$ cat src/rtl/seq_restoring_divider.sv
// seq_restoring_divider: iterative unsigned divider, radix-2 restoring, one
// quotient bit per clock.
//
// Ports:
//   clk          rising-edge clock
//   rst          synchronous active-high reset
//   start        request pulse, sampled only while idle
//   dividend     unsigned dividend, captured with start
//   divisor      unsigned divisor, captured with start
//   busy         high while an operation is running or completing
//   done         one-cycle pulse, results valid from this cycle
//   quotient     registered quotient, held until the next completion
//   remainder    registered remainder, held until the next completion
//   div_by_zero  registered zero-divisor flag of the last completed operation
module seq_restoring_divider #(
  parameter int unsigned WIDTH = 8
) (
  input  logic             clk,
  input  logic             rst,
  input  logic             start,
  input  logic [WIDTH-1:0] dividend,
  input  logic [WIDTH-1:0] divisor,
  output logic             busy,
  output logic             done,
  output logic [WIDTH-1:0] quotient,
  output logic [WIDTH-1:0] remainder,
  output logic             div_by_zero
);

  localparam int unsigned CW = $clog2(WIDTH + 1);

  typedef enum logic [1:0] {
    S_IDLE,
    S_RUN,
    S_DONE
  } state_t;

  state_t           r_state;
  logic [CW-1:0]    r_cnt;
  // Working remainder keeps only WIDTH bits: after each restore step it is
  // below the divisor, so its top bit is always zero and only needs to exist
  // inside the shifted trial value.
  logic [WIDTH-1:0] r_rem;
  logic [WIDTH-1:0] r_q;
  logic [WIDTH-1:0] r_dvsr;
  logic             r_zero;
  logic             r_busy;
  logic             r_done;
  logic [WIDTH-1:0] r_quot;
  logic [WIDTH-1:0] r_remo;
  logic             r_dbz;

  logic [WIDTH:0]   w_shift;
  logic [WIDTH:0]   w_trial;

  // One restoring step: shift {R,Q} left, trial-subtract over WIDTH+1 bits.
  always_comb begin
    w_shift = {r_rem, r_q[WIDTH-1]};
    w_trial = w_shift - {1'b0, r_dvsr};
  end

  // Control FSM, datapath and registered outputs.
  always_ff @(posedge clk) begin
    if (rst) begin
      r_state <= S_IDLE;
      r_cnt   <= '0;
      r_rem   <= '0;
      r_q     <= '0;
      r_dvsr  <= '0;
      r_zero  <= 1'b0;
      r_busy  <= 1'b0;
      r_done  <= 1'b0;
      r_quot  <= '0;
      r_remo  <= '0;
      r_dbz   <= 1'b0;
    end else begin
      r_done <= 1'b0;
      case (r_state)
        S_IDLE: begin
          if (start) begin
            r_dvsr  <= divisor;
            r_rem   <= '0;
            r_q     <= dividend;
            r_zero  <= (divisor == '0);
            // A zero divisor skips the iterations and completes next edge.
            r_cnt   <= (divisor == '0) ? '0 : CW'(WIDTH);
            r_busy  <= 1'b1;
            r_state <= S_RUN;
          end
        end
        S_RUN: begin
          if (r_cnt == '0) begin
            // Final cycle: publish results and enter DONE.
            if (r_zero) begin
              r_quot <= '1;
              r_remo <= r_q;
              r_dbz  <= 1'b1;
            end else begin
              r_quot <= r_q;
              r_remo <= r_rem;
              r_dbz  <= 1'b0;
            end
            r_done  <= 1'b1;
            r_state <= S_DONE;
          end else begin
            if (!w_trial[WIDTH]) begin
              r_rem <= w_trial[WIDTH-1:0];
              r_q   <= {r_q[WIDTH-2:0], 1'b1};
            end else begin
              r_rem <= w_shift[WIDTH-1:0];
              r_q   <= {r_q[WIDTH-2:0], 1'b0};
            end
            r_cnt <= r_cnt - CW'(1);
          end
        end
        S_DONE: begin
          r_busy  <= 1'b0;
          r_state <= S_IDLE;
        end
        default: begin
          r_busy  <= 1'b0;
          r_state <= S_IDLE;
        end
      endcase
    end
  end

  assign busy        = r_busy;
  assign done        = r_done;
  assign quotient    = r_quot;
  assign remainder   = r_remo;
  assign div_by_zero = r_dbz;

endmodule

$ cat config.mk
export PLATFORM = sky130hd
export DESIGN_NAME = seq_restoring_divider
export DESIGN_NICKNAME = d
export VERILOG_FILES = /design/src/rtl/seq_restoring_divider.sv
export SDC_FILE = /design/constraint.sdc
export NUM_CORES = 1
export LEC_CHECK = 0
export BUFFER_PORTS_ARGS = -buffer_cell sky130_fd_sc_hd__buf_2
export CORE_UTILIZATION = 56
export CTS_CLUSTER_SIZE = 10
export DETAILED_ROUTE_END_ITERATION = 6
export PLACE_DENSITY = 0.79
export SYNTH_ARGS = -nofsm -noshare
export SYNTH_HDL_FRONTEND = slang
export SYNTH_SLANG_ARGS = --single-unit
$ cat constraint.sdc
create_clock -name clk -period 2.8 [get_ports clk]
set_input_delay 0.28 -clock clk [delete_from_list [all_inputs] [get_ports clk]]
set_output_delay 0.28 -clock clk [all_outputs]
set_load 0.05 [all_outputs]
After elaboration in Yosys (flattened, before gate mapping):

Cells that the tools add are included.

* bits in writable memories: 0
* word-level logic and storage cells: 49
* ROM bits: 0
* flip-flop bits (word level): 50
* memories: 0
* output and inout port bits: 19
* latch bits: 0

* divide/modulo/power cells: 0
* multiply operators: 0
* bitwise logic cells: 1
* add/subtract/negate cells: 2
* multiplexer cells: 21
* reduce and logical (&&, ||, !) cells: 10
* shifts and indexed selects: 0
* equality and inequality tests: 4
* magnitude comparators: 0

Operator list (count)
* 8-bit 2-to-1 mux: 7
* 8-bit one-hot mux with 2 select lines: 2
* 4-bit 2-to-1 mux: 3
* 9-bit by 8-bit subtractor with 9-bit output: 1
* 8-bit logical NOT: 1
* 4-bit one-hot mux with 2 select lines: 1
* 2-bit AND reduction: 4
* 2-bit inequality test (second input constant): 3
* 4-bit logical NOT: 1
* 1-bit 2-to-1 mux: 4
* 2-bit 2-to-1 mux: 2
* 2-bit one-hot mux with 2 select lines: 1
* 4-bit by 1-bit subtractor with 4-bit output (second input constant): 1
* 3-bit AND reduction: 1
* 2-bit by 1-bit == test with 1-bit output (second input constant): 1
* 2-bit logical NOT: 1
* 1-bit one-hot mux with 2 select lines: 1
* 2-bit nonzero test: 1
* 2-bit OR reduction: 1
* 1-bit NOT: 1

Longest topological paths before layout:

Gate-level depths: netlist (run 1).

* word-level depth: 4
* gate-level depth with buffers: 9
* depth with buffers taken out: 8

Least setup slack after synthesis (run 1):

OpenSTA, ideal clock, no wires.

* kind: register to register
* from: reg r_q[7]
* to: reg r_rem[1]
* path buffers: 0
* data arrival time: 2.165 ns
* cell stages (with the launch flop): 9
* setup time: 0.117 ns
* clock period less this slack: 2.282 ns
* path slack: 0.518 ns
* path through: dfxtp_1 -> inv_1 -> ha_1 -> fa_1 -> nand2b_2 -> a211oi_2 -> o41ai_2 -> or3_1 -> a32o_1

* cells in the longest elaborated chain, start to end: 4

Ends and longest elaborated chain
* start, declared: RTL line 44 `logic [WIDTH-1:0] r_q;`
* start signal, assigned: RTL line 83 `r_q <= dividend;`
* start signal, assigned: RTL line 108 `r_q <= {r_q[WIDTH-2:0], 1'b1};`
* start signal, assigned: RTL line 111 `r_q <= {r_q[WIDTH-2:0], 1'b0};`
* 9-bit by 8-bit subtractor with 9-bit output: RTL line 59 `w_trial = w_shift - {1'b0, r_dvsr};`
* 8-bit 2-to-1 mux: RTL line 106 `if (!w_trial[WIDTH]) begin`
* 8-bit 2-to-1 mux: RTL line 92 `if (r_cnt == '0) begin`
* 8-bit one-hot mux with 2 select lines: RTL line 78 `case (r_state)`
* end signal, assigned: RTL line 107 `r_rem <= w_trial[WIDTH-1:0];`
* end signal, assigned: RTL line 110 `r_rem <= w_shift[WIDTH-1:0];`
* end, declared: RTL line 43 `logic [WIDTH-1:0] r_rem;`

No other way between the ends. The select of a mux whose other input is x is not followed.
A chain may end at the register's enable or synchronous reset.

Worst setup path in the final report (run 1):

* from: reg r_q[7]
* to: reg r_rem[0]

* cells in the longest elaborated chain, start to end: 4

Ends and longest elaborated chain (RTL line)
* 9-bit by 8-bit subtractor with 9-bit output: 59
* 8-bit 2-to-1 mux *: 106
* 8-bit 2-to-1 mux *: 92
* 8-bit one-hot mux with 2 select lines *: 78

Mark *: on every way between the ends. The rest lies on a longest branch, timed or not. The select of a mux whose other input is x is not followed.

==> results of run 1 <==
[cell type report]
| type | count | area, um^2 | area share |
|---|---|---|---|
| Tap cell | 52 | 65.1 | 0.0227 |
| Multi-Input combinational cell | 228 | 1410 | 0.491 |
| Clock buffer | 6 | 82.6 | 0.0288 |
| Inverter | 15 | 56.3 | 0.0196 |
| Clock inverter | 2 | 16.3 | 0.00567 |
| Sequential cell | 50 | 1000 | 0.349 |
| Timing Repair Buffer | 44 | 238 | 0.0829 |
[repair_timing]
item                                    in CTS  in global routing
setup buffers                                0                  0
endpoints found under the setup margin       0                  2
hold buffers                                 0                  0
resized for setup                            0                  1
[stage by stage]
stage / setup slack (ps) / instances / hold WS, ps
after floorplan: 518 / 311 / 416
after global placement: 246 / 389 / 442
after detailed placement: 138 / 389 / 451
after CTS: 110 / 397 / 214
after global routing: 67.6 / 397 / 231
final: 201 / 397 / 218
[power by group]
part	switching [W]	internal, W
logic	0.000417	0.000226
clock network	0.000242	0.000203
registers	0.0000605	0.000790
total	0.000719	0.00122
[synthesized netlist by cell type (3+ instances only)]
master / instances
sky130_fd_sc_hd__nand2_1: 51
sky130_fd_sc_hd__clkbuf_8: 3
sky130_fd_sc_hd__nand2b_1: 4
sky130_fd_sc_hd__nor2_1: 37
sky130_fd_sc_hd__nor3_1: 23
sky130_fd_sc_hd__o211ai_1: 6
sky130_fd_sc_hd__buf_2: 3
sky130_fd_sc_hd__a311oi_1: 7
sky130_fd_sc_hd__o21ai_0: 8
sky130_fd_sc_hd__dfxtp_1: 50
sky130_fd_sc_hd__a211oi_1: 9
sky130_fd_sc_hd__ha_1: 10
sky130_fd_sc_hd__a21oi_1: 17
sky130_fd_sc_hd__clkbuf_1: 10
sky130_fd_sc_hd__inv_1: 15
sky130_fd_sc_hd__mux2i_1: 10
[worst max path at each step]
stage	from	endpoint	slack, ps
after detailed placement	r_q[7]$_SDFFE_PP0P_	r_rem[0]$_SDFFE_PP0P_	140
after global placement	r_q[7]$_SDFFE_PP0P_	r_rem[0]$_SDFFE_PP0P_	250
after floorplan	r_q[7]$_SDFFE_PP0P_	r_rem[1]$_SDFFE_PP0P_	520
after CTS	r_q[7]$_SDFFE_PP0P_	r_rem[0]$_SDFFE_PP0P_	110
after global routing	r_q[7]$_SDFFE_PP0P_	r_rem[0]$_SDFFE_PP0P_	70
final	r_q[7]$_SDFFE_PP0P_	r_rem[0]$_SDFFE_PP0P_	200
[worst register-to-register path, cell delays in order (launching register included)]
cell                       delay (ps)
sky130_fd_sc_hd__dfxtp_1          400
sky130_fd_sc_hd__inv_1             70
sky130_fd_sc_hd__ha_1             220
sky130_fd_sc_hd__fa_1             380
sky130_fd_sc_hd__nand2b_2         210
sky130_fd_sc_hd__a211oi_2         350
sky130_fd_sc_hd__o41ai_4          230
sky130_fd_sc_hd__or3_1            400
sky130_fd_sc_hd__a32o_1           250
[metal layers]
layer / GRT usage / share of wire / vias up
met4: 0.0733 / 0.018 / 0
met1: 0.304 / 0.45 / 1019
li1: - / - / 1165
met5: 0 / 0 / -
met2: 0.416 / 0.48 / 57
met3: 0.0523 / 0.044 / 10
[registers in the layout, indices dropped and copies added (netlist names)]
signal       cells
busy             1
r_zero           1
div_by_zero      1
r_rem            8
r_cnt            4
r_state          2
quotient         8
r_q              8
r_dvsr           8
remainder        8
done             1
[cells by family (layout without fill, tap and decap cells)]
group                    after synthesis  after routing
buffers and inverters                 33             67
flip-flops                            50             50
XOR/XNOR                               3              3
adder cells (fa/ha/maj)               11             11
AO/OA/AOI/OAI                         68             68
multiplexers                          10             10
AND/OR/NAND/NOR                      136            136
==> summary.md, run 1 <==
The simple-gate portion of the synthesized area is 0.244, and the area added between synthesis and finish is 11.7%. The flow ran to the end, and the final reports show no timing, DRC or antenna violations. The top cell types in the final layout, fill and taps aside, are sky130_fd_sc_hd__nand2_1 (51), sky130_fd_sc_hd__dfxtp_1 (50), sky130_fd_sc_hd__nor2_1 (37), sky130_fd_sc_hd__buf_2 (37), sky130_fd_sc_hd__nor3_1 (23).

The number of I/O port buffers is 37, and the final antenna diode count is 0. Along the worst path, the maximum fanout reaches 14. In this run the cell area of the synthesized design comes to 2570 um^2. At the end of the flow, the number of nets in the layout was 374.

The final antenna-violating net count was 0. The start point of the worst min-delay path is divisor[1]. For the sequential fraction of the synthesis area, the log shows 0.390. The synthesized design contains 0 enable-type register cells.

The cell sitting at the root of the clock tree is a sky130_fd_sc_hd__clkbuf_8. The routed design could run at a clock period as short as 2600 ps. For this block, the initial DRC count from the detailed router was 83. The mux share of post-synthesis cell area is 0.0390. The global-route usage over all layers was 0.242; the count of unique library cells instantiated by Yosys was 51. The number of cells on the worst reg-to-reg path is 8. Detailed routing inserted a total of 2251 vias.

The number of endpoints failing setup at the final stage came out at 0. The complex-gate fraction of the synthesized area came out at 0.194. The biggest area contributor in the post-synthesis netlist is sky130_fd_sc_hd__dfxtp_1.

The clock skew after layout was 11.6 ps; the maximum clock frequency was 385 MHz. The xor-xnor portion of the synthesized cell area was 0.0102. During I/O placement, the number of pins put on the boundary was 38.

The endpoint identified for the worst register-to-register timing path is r_rem[0]$_SDFFE_PP0P_. The tools report the placed wire-length estimate as 3980 um. Counting flops and latches in the post-synthesis netlist gives 50. The class of the worst hold path is input port to register.

The tools report the total number of placement rows as 24. The category of the most critical setup path is register to register. The wire length of the first global-routing pass is 9550 um, and the placed instance area is 2760 um^2. At the worst endpoint, the required time is 3010 ps. The final number of max-transition violations was 0. In this run the vertical extent of the chip is 69.7 um. The run gives 0 as the initial antenna violation count. Fraction of layout cells with a size suffix above 1: 0.197.

The tool flagged a number of max-cap violations equal to 0. The tools report the hold violation total from the final report as 0. Most common cell after layout, fill and taps aside: sky130_fd_sc_hd__nand2_1. Gate count of the mapped netlist: 311.

The die covers 4860 um^2. The cell depth of the worst hold path was 3; the routed wire length was 5430 um. The proportion of register bits with asynchronous set or reset after synthesis was 0. The clock latency of the later-clocked register in the worst-skew pair is 310 ps, and the power density over the cells is 676 nW/um^2. The share of the core filled with cells was 0.654. Setup repair after global routing left no endpoint under its margin. After filler insertion, the fill cell instance count of the layout stands at 372. Count of buffering cells on the critical path with inverters included: 1.

When the netlist entered floorplanning its net count stood at 341. The number of global-route vias before repair came out at 2161. Summed over all layers, the global routing overflow is 0.

The first detailed-routing pass took 4 iterations. The core area came out at 4380 um^2. Sorting the synthesized cells by area gives the leading types as sky130_fd_sc_hd__dfxtp_1 (39%), sky130_fd_sc_hd__nand2_1 (7.5%), sky130_fd_sc_hd__nor2_1 (5.4%).

Dominant combinational cell family by area after synthesis: simple AND/OR/NAND/NOR gates. The number of warning messages in the yosys log was 0. The tools report the kind of start point of the critical path as a register.

The share of the synthesized area in the top cell type is 0.390. The maximum clock path buffer count was 2; the leakage component of the power was 1.15 nW. STA puts the critical path data arrival time at 2800 ps. IR analysis of the VDD net gives a maximum drop of 0.000460 V.

The run gives 2 as the number of H-tree levels. The largest single stage delay on the critical path is 400 ps. The routability congestion estimate from global placement came out at 0.847. Each instance of the synthesized netlist takes up on average 8.26 um^2. The die is 69.7 um wide.

In this run the critical register-to-register path is launched from r_q[7]$_SDFFE_PP0P_. Walking the worst path, the cells encountered are inv_1, ha_1, fa_1, nand2b_2, a211oi_2, o41ai_4, or3_1, a32o_1. The endpoint of the worst hold path was r_dvsr[1]$_SDFFE_PP0P_. The normalized max-slew margin came out at 0.434. The post-synthesis share of cell area spent on full adders, half adders and majority gates is 0.0565, and the starting density of the core is 0.586. The final critical-path share of the clock period came out at 0.928. The number of vias per cell was 5.67; the clock transition at the registers of the reported paths was 90 ps. For the pin with the worst max-slew slack, the measured transition is 849 ps. Broken down by cell family, the worst path's largest delay share belongs to compound AO/OA/AOI/OAI gates. Overall power consumption after layout is estimated at 0.00194 W. The number of buffers inserted during clock tree synthesis was 5; the maximum number of pins on one net before global-route repair was 39. In the final routed layout, each cell accounts on average for 13.7 um. The tools report the post-route cell area as 2870 um^2. Critical path's slowest cell: sky130_fd_sc_hd__dfxtp_1. For the final routed database, the setup TNS stands at 0 ps. TritonCTS built the clock tree. In the synthesized netlist the dominant register cell turns out to be sky130_fd_sc_hd__dfxtp_1. The tree built by TritonCTS fans out to 50 sinks.

The worst setup path is captured at a register. In this run the register-to-register setup slack is 200 ps. The number of cells on the critical path was 8. For this run, design rule violations remaining after detail routing come to 0.
(Power assumes the default switching activity.)
==> run 2: changes to the inputs <==
Settings changed: ABC_CLOCK_PERIOD_IN_PS set to 2800, REMOVE_ABC_BUFFERS set to 1.
==> summary.md, run 2 (synthesis results as in run 1) <==
For this block, the initial DRC count from the detailed router was 87. The count of filler cells inserted in the layout was 369; the number of clock sinks seen by CTS was 50. The tools report the endpoint of the most critical register-to-register path as r_rem[1]$_SDFFE_PP0P_. The global-route usage over all layers is 0.235. The number of vias per cell was 5.65; the share of the core filled with cells was 0.659.

The clock transition at the registers of the reported paths is 90 ps. In this run the power density over the cells is 701 nW/um^2. Compared with the post-synthesis result, the final layout area differs by 12.6%.

In the layout the commonest cells are sky130_fd_sc_hd__nand2_1 (51), sky130_fd_sc_hd__dfxtp_1 (50), sky130_fd_sc_hd__nor2_1 (37), sky130_fd_sc_hd__buf_2 (37), sky130_fd_sc_hd__nor3_1 (23). The library cell used most frequently in the layout, excluding fill and tap cells, is sky130_fd_sc_hd__nand2_1. After routing the design area is 2890 um^2. The final number of max-transition violations was 0. Setup repair after global routing left no endpoint under its margin.

TritonCTS built the clock tree. The worst voltage drop across the vdd grid was 0.000579 V; the chip width was 69.7 um. The launching instance or port of the critical path is r_q[7]$_SDFFE_PP0P_. The startpoint identified for the worst register-to-register timing path is r_q[7]$_SDFFE_PP0P_. STA puts the critical path data required time at 2990 ps. After detailed routing, the average wire length per cell comes to 13.8 um. For this block, the routed nets add up to 5450 um of wire.

The transition at the pin with the smallest max-transition slack is 843 ps, and the worst setup slack for register-to-register paths is 160 ps. Clock latency on the worst-skew pair, taken at its later pin, is 300 ps. The placed instance area is 2750 um^2, and the number of endpoints failing setup at the final stage is 0.

The post-layout instance count excluding filler cells is 396, and the overall die area is 4860 um^2. The first global-routing pass estimated 9260 um of wire. For the placed wire-length estimate, the log shows 3920 um.

The sequential cells in the finished layout cover a total of 1000 um^2. The repair_antennas step left the layout with diodes totalling 0. In the final layout, the multi-input gates occupy 1420 um^2. The largest fanout on the critical path was 14. Once placement completed, the tool counted placed cells totaling 388. After global routing the overflow that remains totals 0.

The congestion estimate from routability-driven global placement came to 0.853. Derived from the worst setup path, the maximum achievable clock frequency is 379 MHz. The fraction of layout cells with a size suffix above 1 works out to 0.195. For this run, the post-layout net count is 373. Post-CTS setup buffer count: 0. Class of the worst hold path: input port to register.

The run finished with clean final reports. The run gives 5 as the number of buffers inserted during clock tree synthesis. The number of I/O port buffers came out at 37. The number of H-tree levels came out at 2. The core area is 4380 um^2.

For this run, design rule violations remaining after detail routing come to 0. The run gives 0 as the number of maximum-capacitance violations. Kind of start point of the critical path: a register. The tools report the number of detailed-routing iterations run before antenna repair as 4. The routed layout has 2239 vias. The clock arrives with 14.2 ps of skew. The critical path is of the register to register type. The starting density of the core was 0.586; the cell count of the worst reg-to-reg path was 8. Data arrives at the worst endpoint at 2830 ps. Pin placement for this block handled 38 I/O pins. The most critical setup path has its endpoint at r_rem[1]$_SDFFE_PP0P_. From bottom edge to top edge, the die measures 69.7 um. For the leakage component of the power, the log shows 1.16 nW. The final antenna-violating net count was 0; the hold violation total from the final report was 0. The number of global-route vias before repair was 2040; the total negative slack was 0 ps. The initial antenna violation count is 0. The maximum clock path buffer count was 2; the final critical-path share of the clock period was 0.942.

The normalized max-slew margin is 0.437, and the post-route minimum period is 2640 ps. Entering global routing, the biggest net connects 35 pins. The initialized floorplan defines 24 standard-cell rows. CTS placed an instance of sky130_fd_sc_hd__clkbuf_8 at the clock tree root. STA classifies the critical path endpoint as a register.
-- run 2: cell count changes in the layout (fill, tap and decap cells not counted), sizes merged --
cell      change
buf           -1
bufinv        +1
clkinvlp      -1
-- run 2: worst max-delay path, cell delays in order, from the launching register on --
cell,delay [ps]
sky130_fd_sc_hd__dfxtp_1,440
sky130_fd_sc_hd__inv_1,70
sky130_fd_sc_hd__ha_1,220
sky130_fd_sc_hd__fa_1,390
sky130_fd_sc_hd__nand2b_2,230
sky130_fd_sc_hd__a211oi_4,320
sky130_fd_sc_hd__o41ai_4,220
sky130_fd_sc_hd__or3_1,390
sky130_fd_sc_hd__a32o_1,250
-- run 2: through the flow --
step	setup WS, ps	power, W	hold slack, ps
after floorplan	422	0.00133	349
after global placement	267	0.00148	442
after detailed placement	184	0.00149	452
after CTS	103	0.00203	210
after global routing	26.4	0.00214	224
final	164	0.00203	220
-- run 2: layout make-up --
class	count	share of cell area
clock buffer	6	0.0286
tap	52	0.0225
multi-input combinational	228	0.490
timing repair buffer	43	0.0797
inverter	15	0.0195
clock inverter	2	0.0134
sequential	50	0.346
-- run 2: how the worst min path moves through the flow --
stage                                           to                startpoint  slack [ps]  depth (start not counted)
after CTS                   r_dvsr[7]$_SDFFE_PP0P_                divisor[7]         210                          3
after floorplan           div_by_zero$_SDFFE_PP0P_                       rst         350                          1
after detailed placement    r_dvsr[7]$_SDFFE_PP0P_    r_dvsr[7]$_SDFFE_PP0P_         450                          2
final                       r_dvsr[7]$_SDFFE_PP0P_                divisor[7]         220                          3
after global placement    div_by_zero$_SDFFE_PP0P_  div_by_zero$_SDFFE_PP0P_         440                          2
after global routing        r_dvsr[7]$_SDFFE_PP0P_                divisor[7]         220                          3
-- run 2: power by group --
group | internal [W] | switching, W
clock | 0.000294 | 0.000243
combinational | 0.000222 | 0.000419
sequential | 0.000790 | 0.0000582
-- run 2: timing repair --
item,in CTS,in global routing
endpoints found under the setup margin,0,3
hold buffers,0,0
resized for setup,0,2
-- run 2: layer usage --
metal	vias to the layer above	routed length, um	GRT usage
met5	-	0	0
met4	0	57	0.0667
met3	6	169	0.0451
met2	44	2710	0.405
met1	1030	2510	0.299
li1	1159	-	-
==> run 3: changes to the inputs <==
Settings changed: BUFFER_PORTS_ARGS -buffer_cell sky130_fd_sc_hd__buf_2 to -buffer_cell sky130_fd_sc_hd__buf_4.
==> summary.md, run 3 (synthesis results as in run 1) <==
The run finished with clean final reports. The clock period could shrink to 2650 ps. The number of global-route vias before repair was 2047. For the pin with the worst max-slew slack, the measured transition is 848 ps. From left edge to right edge, the die measures 69.7 um.

The later pin in the worst-skew pair is clocked with a latency of 320 ps. Dividing the detail-routed wire length by the instance count gives 13.6 um. The logs give 0.434 for the normalized max-slew margin and 0 for the final antenna-violating net count. The routability congestion estimate from global placement is 0.872. The switching part of the total power was 0.361. The class of the worst hold path is input port to register. Counting the buffers created by CTS gives 5.

The power share of the clock group is 0.263. At the worst endpoint, the required time is 3010 ps. Entering global routing, the biggest net connects 46 pins. STA classifies the critical path endpoint as a register.

For this run the aggregate overflow at the end of global routing stands at 0. The height of the chip came out at 69.7 um. The routed layout has 2217 vias. The tools report the final number of max-transition violations as 0. Clock-pin slew was measured on the worst setup and hold paths at 100 ps. The logs give 7.89 ps for the clock skew after layout and 50 for the number of clock sinks seen by CTS. Category of the most critical setup path: register to register. Once placement completed, the tool counted placed cells totaling 387.

Across the run, the number of max-cap violations was 0. The final critical-path share of the clock period works out to 0.948. Initial antenna violation count: 0. For this run, the detailed router's first-pass iteration total came to 4.

The count of buffering cells on the critical path with inverters included is 1, and the I/O pin count is 38. In this run the number of H-tree levels came out at 2. Detailed placement ended at an HPWL of 3780 um. The fraction of layout cells with a size suffix above 1 is 0.192. In this run the clock root is driven by a sky130_fd_sc_hd__clkbuf_8. For the final routed database, the setup TNS stands at 0 ps. In the layout the commonest cells are sky130_fd_sc_hd__nand2_1 (51), sky130_fd_sc_hd__dfxtp_1 (50), sky130_fd_sc_hd__buf_4 (42). The fraction of power consumed by combinational cells was 0.322; the total number of placement rows was 24.

The tools report the count of filler cells inserted in the layout as 390. The net count of the finished layout is 372. The die covers 4860 um^2.

The largest fanout on the critical path is 14, and the number of violations reported at the end of detailed-routing iteration 0 is 94. The number of endpoints failing setup at the final stage came out at 0. Setup repair after global routing left no endpoint under its margin.

Leaving out fill and tap cells, the most frequent cell in the layout is sky130_fd_sc_hd__nand2_1. The logs give 0 for the count of unresolved DRC violations after routing and 2860 ps for the worst endpoint data arrival time. The signal on the critical path passes through inv_1, ha_1, fa_1, nand2b_2, a211oi_2, o41ai_4, or3_1, a32o_1.

Routed wire length: 5390 um. 0 antenna diodes ended up in the layout. The internal portion of the total power is 0.00131 W. During placement, the flow inserted port buffers numbering 37. TritonCTS built the clock tree. Once layout is complete, the cells apart from fillers number 395. The proportion of power drawn by flip-flops and latches is 0.415, and the number of vias per cell is 5.61.

The hold violation total from the final report is 0. Summed over all nets, the switching power comes to 0.000739 W. The stage delay of the slowest cell on the critical path was 440 ps. Once the clock tree was built, the setup fixing pass inserted 0 buffers. Static timing analysis puts the maximum clock frequency at 377 MHz. Top cell family by delay on the critical path: compound AO/OA/AOI/OAI gates. The area added between synthesis and finish came out at 15.4%. STA classifies the critical path startpoint as a register.

The power density over the cells came out at 691 nW/um^2. VDD sags by at most 0.000421 V. The analysis attributes to cell leakage a power of 1.16 nW. For this design, the slowest cell found on the critical path is sky130_fd_sc_hd__dfxtp_1.

The logs give 4380 um^2 for the core area and 8990 um for the wire length of the first global-routing pass. The clock passes through at most 2 buffers. The logs give 0.586 for the starting density of the core and 0.228 for the global-route usage over all layers.
## run 3: power by group through the flow
stage	registers, W	logic [W]	clock network (W)
floorplan	0.000976	0.000353	0
global placement	0.000863	0.000645	0
detailed placement	0.000867	0.000655	0
CTS	0.000850	0.000658	0.000548
global route	0.000862	0.000727	0.000566
finish	0.000850	0.000659	0.000538
## run 3: stage by stage
stage | setup WS (ps) | hold WS [ps] | total power (W) | cell area, um^2 | util
finish | 145 | 214 | 0.00205 | 2960 | 0.676
floorplan | 422 | 349 | 0.00133 | 2450 | -
CTS | 153 | 209 | 0.00206 | 2950 | 0.674
detailed placement | 143 | 451 | 0.00152 | 2840 | 0.647
global route | 1.37 | 216 | 0.00215 | 2960 | 0.676
global placement | 268 | 444 | 0.00151 | 2840 | 0.647
## run 3: per-layer routing
layer  part of all wire  GRT usage  vias to the layer above  wire length [um]
li1                   -          -                     1151                 -
met1               0.47      0.286                     1006              2510
met2               0.48      0.392                       49              2580
met3              0.037     0.0436                       11               201
met4              0.018     0.0778                        0                97
met5                  0          0                        -                 0
## run 3: worst min-delay path, cell delays in order
cell and delay, ps:
sky130_fd_sc_hd__buf_4 110, sky130_fd_sc_hd__nand2_1 50, sky130_fd_sc_hd__a21oi_1 50
## run 3: what timing repair did
action                                  in CTS  in global routing
endpoints found under the setup margin       0                  2
resized for setup                            0                  1
hold buffers                                 0                  0
## run 3: layout make-up
class                   count  area [um^2]  share of cell area
repair buffers             42          315               0.106
flip-flops and latches     50         1000               0.338
well taps                  52         65.1              0.0220
multi-input cells         228         1410               0.475
clock inverters             3         48.8              0.0165
clock buffers               5         68.8              0.0232
inverters                  15         56.3              0.0190
## run 3: final timing paths
path | start | end | slack [ps] | depth (start not counted)
setup / recovery | r_q[7]$_SDFFE_PP0P_ | r_rem[1]$_SDFFE_PP0P_ | 150 | 8
hold / removal | divisor[7] | r_dvsr[7]$_SDFFE_PP0P_ | 210 | 3
setup reg to reg | r_q[7]$_SDFFE_PP0P_ | r_rem[1]$_SDFFE_PP0P_ | 150 | 8
hold reg to reg | r_dvsr[3]$_SDFFE_PP0P_ | r_dvsr[3]$_SDFFE_PP0P_ | 460 | 2
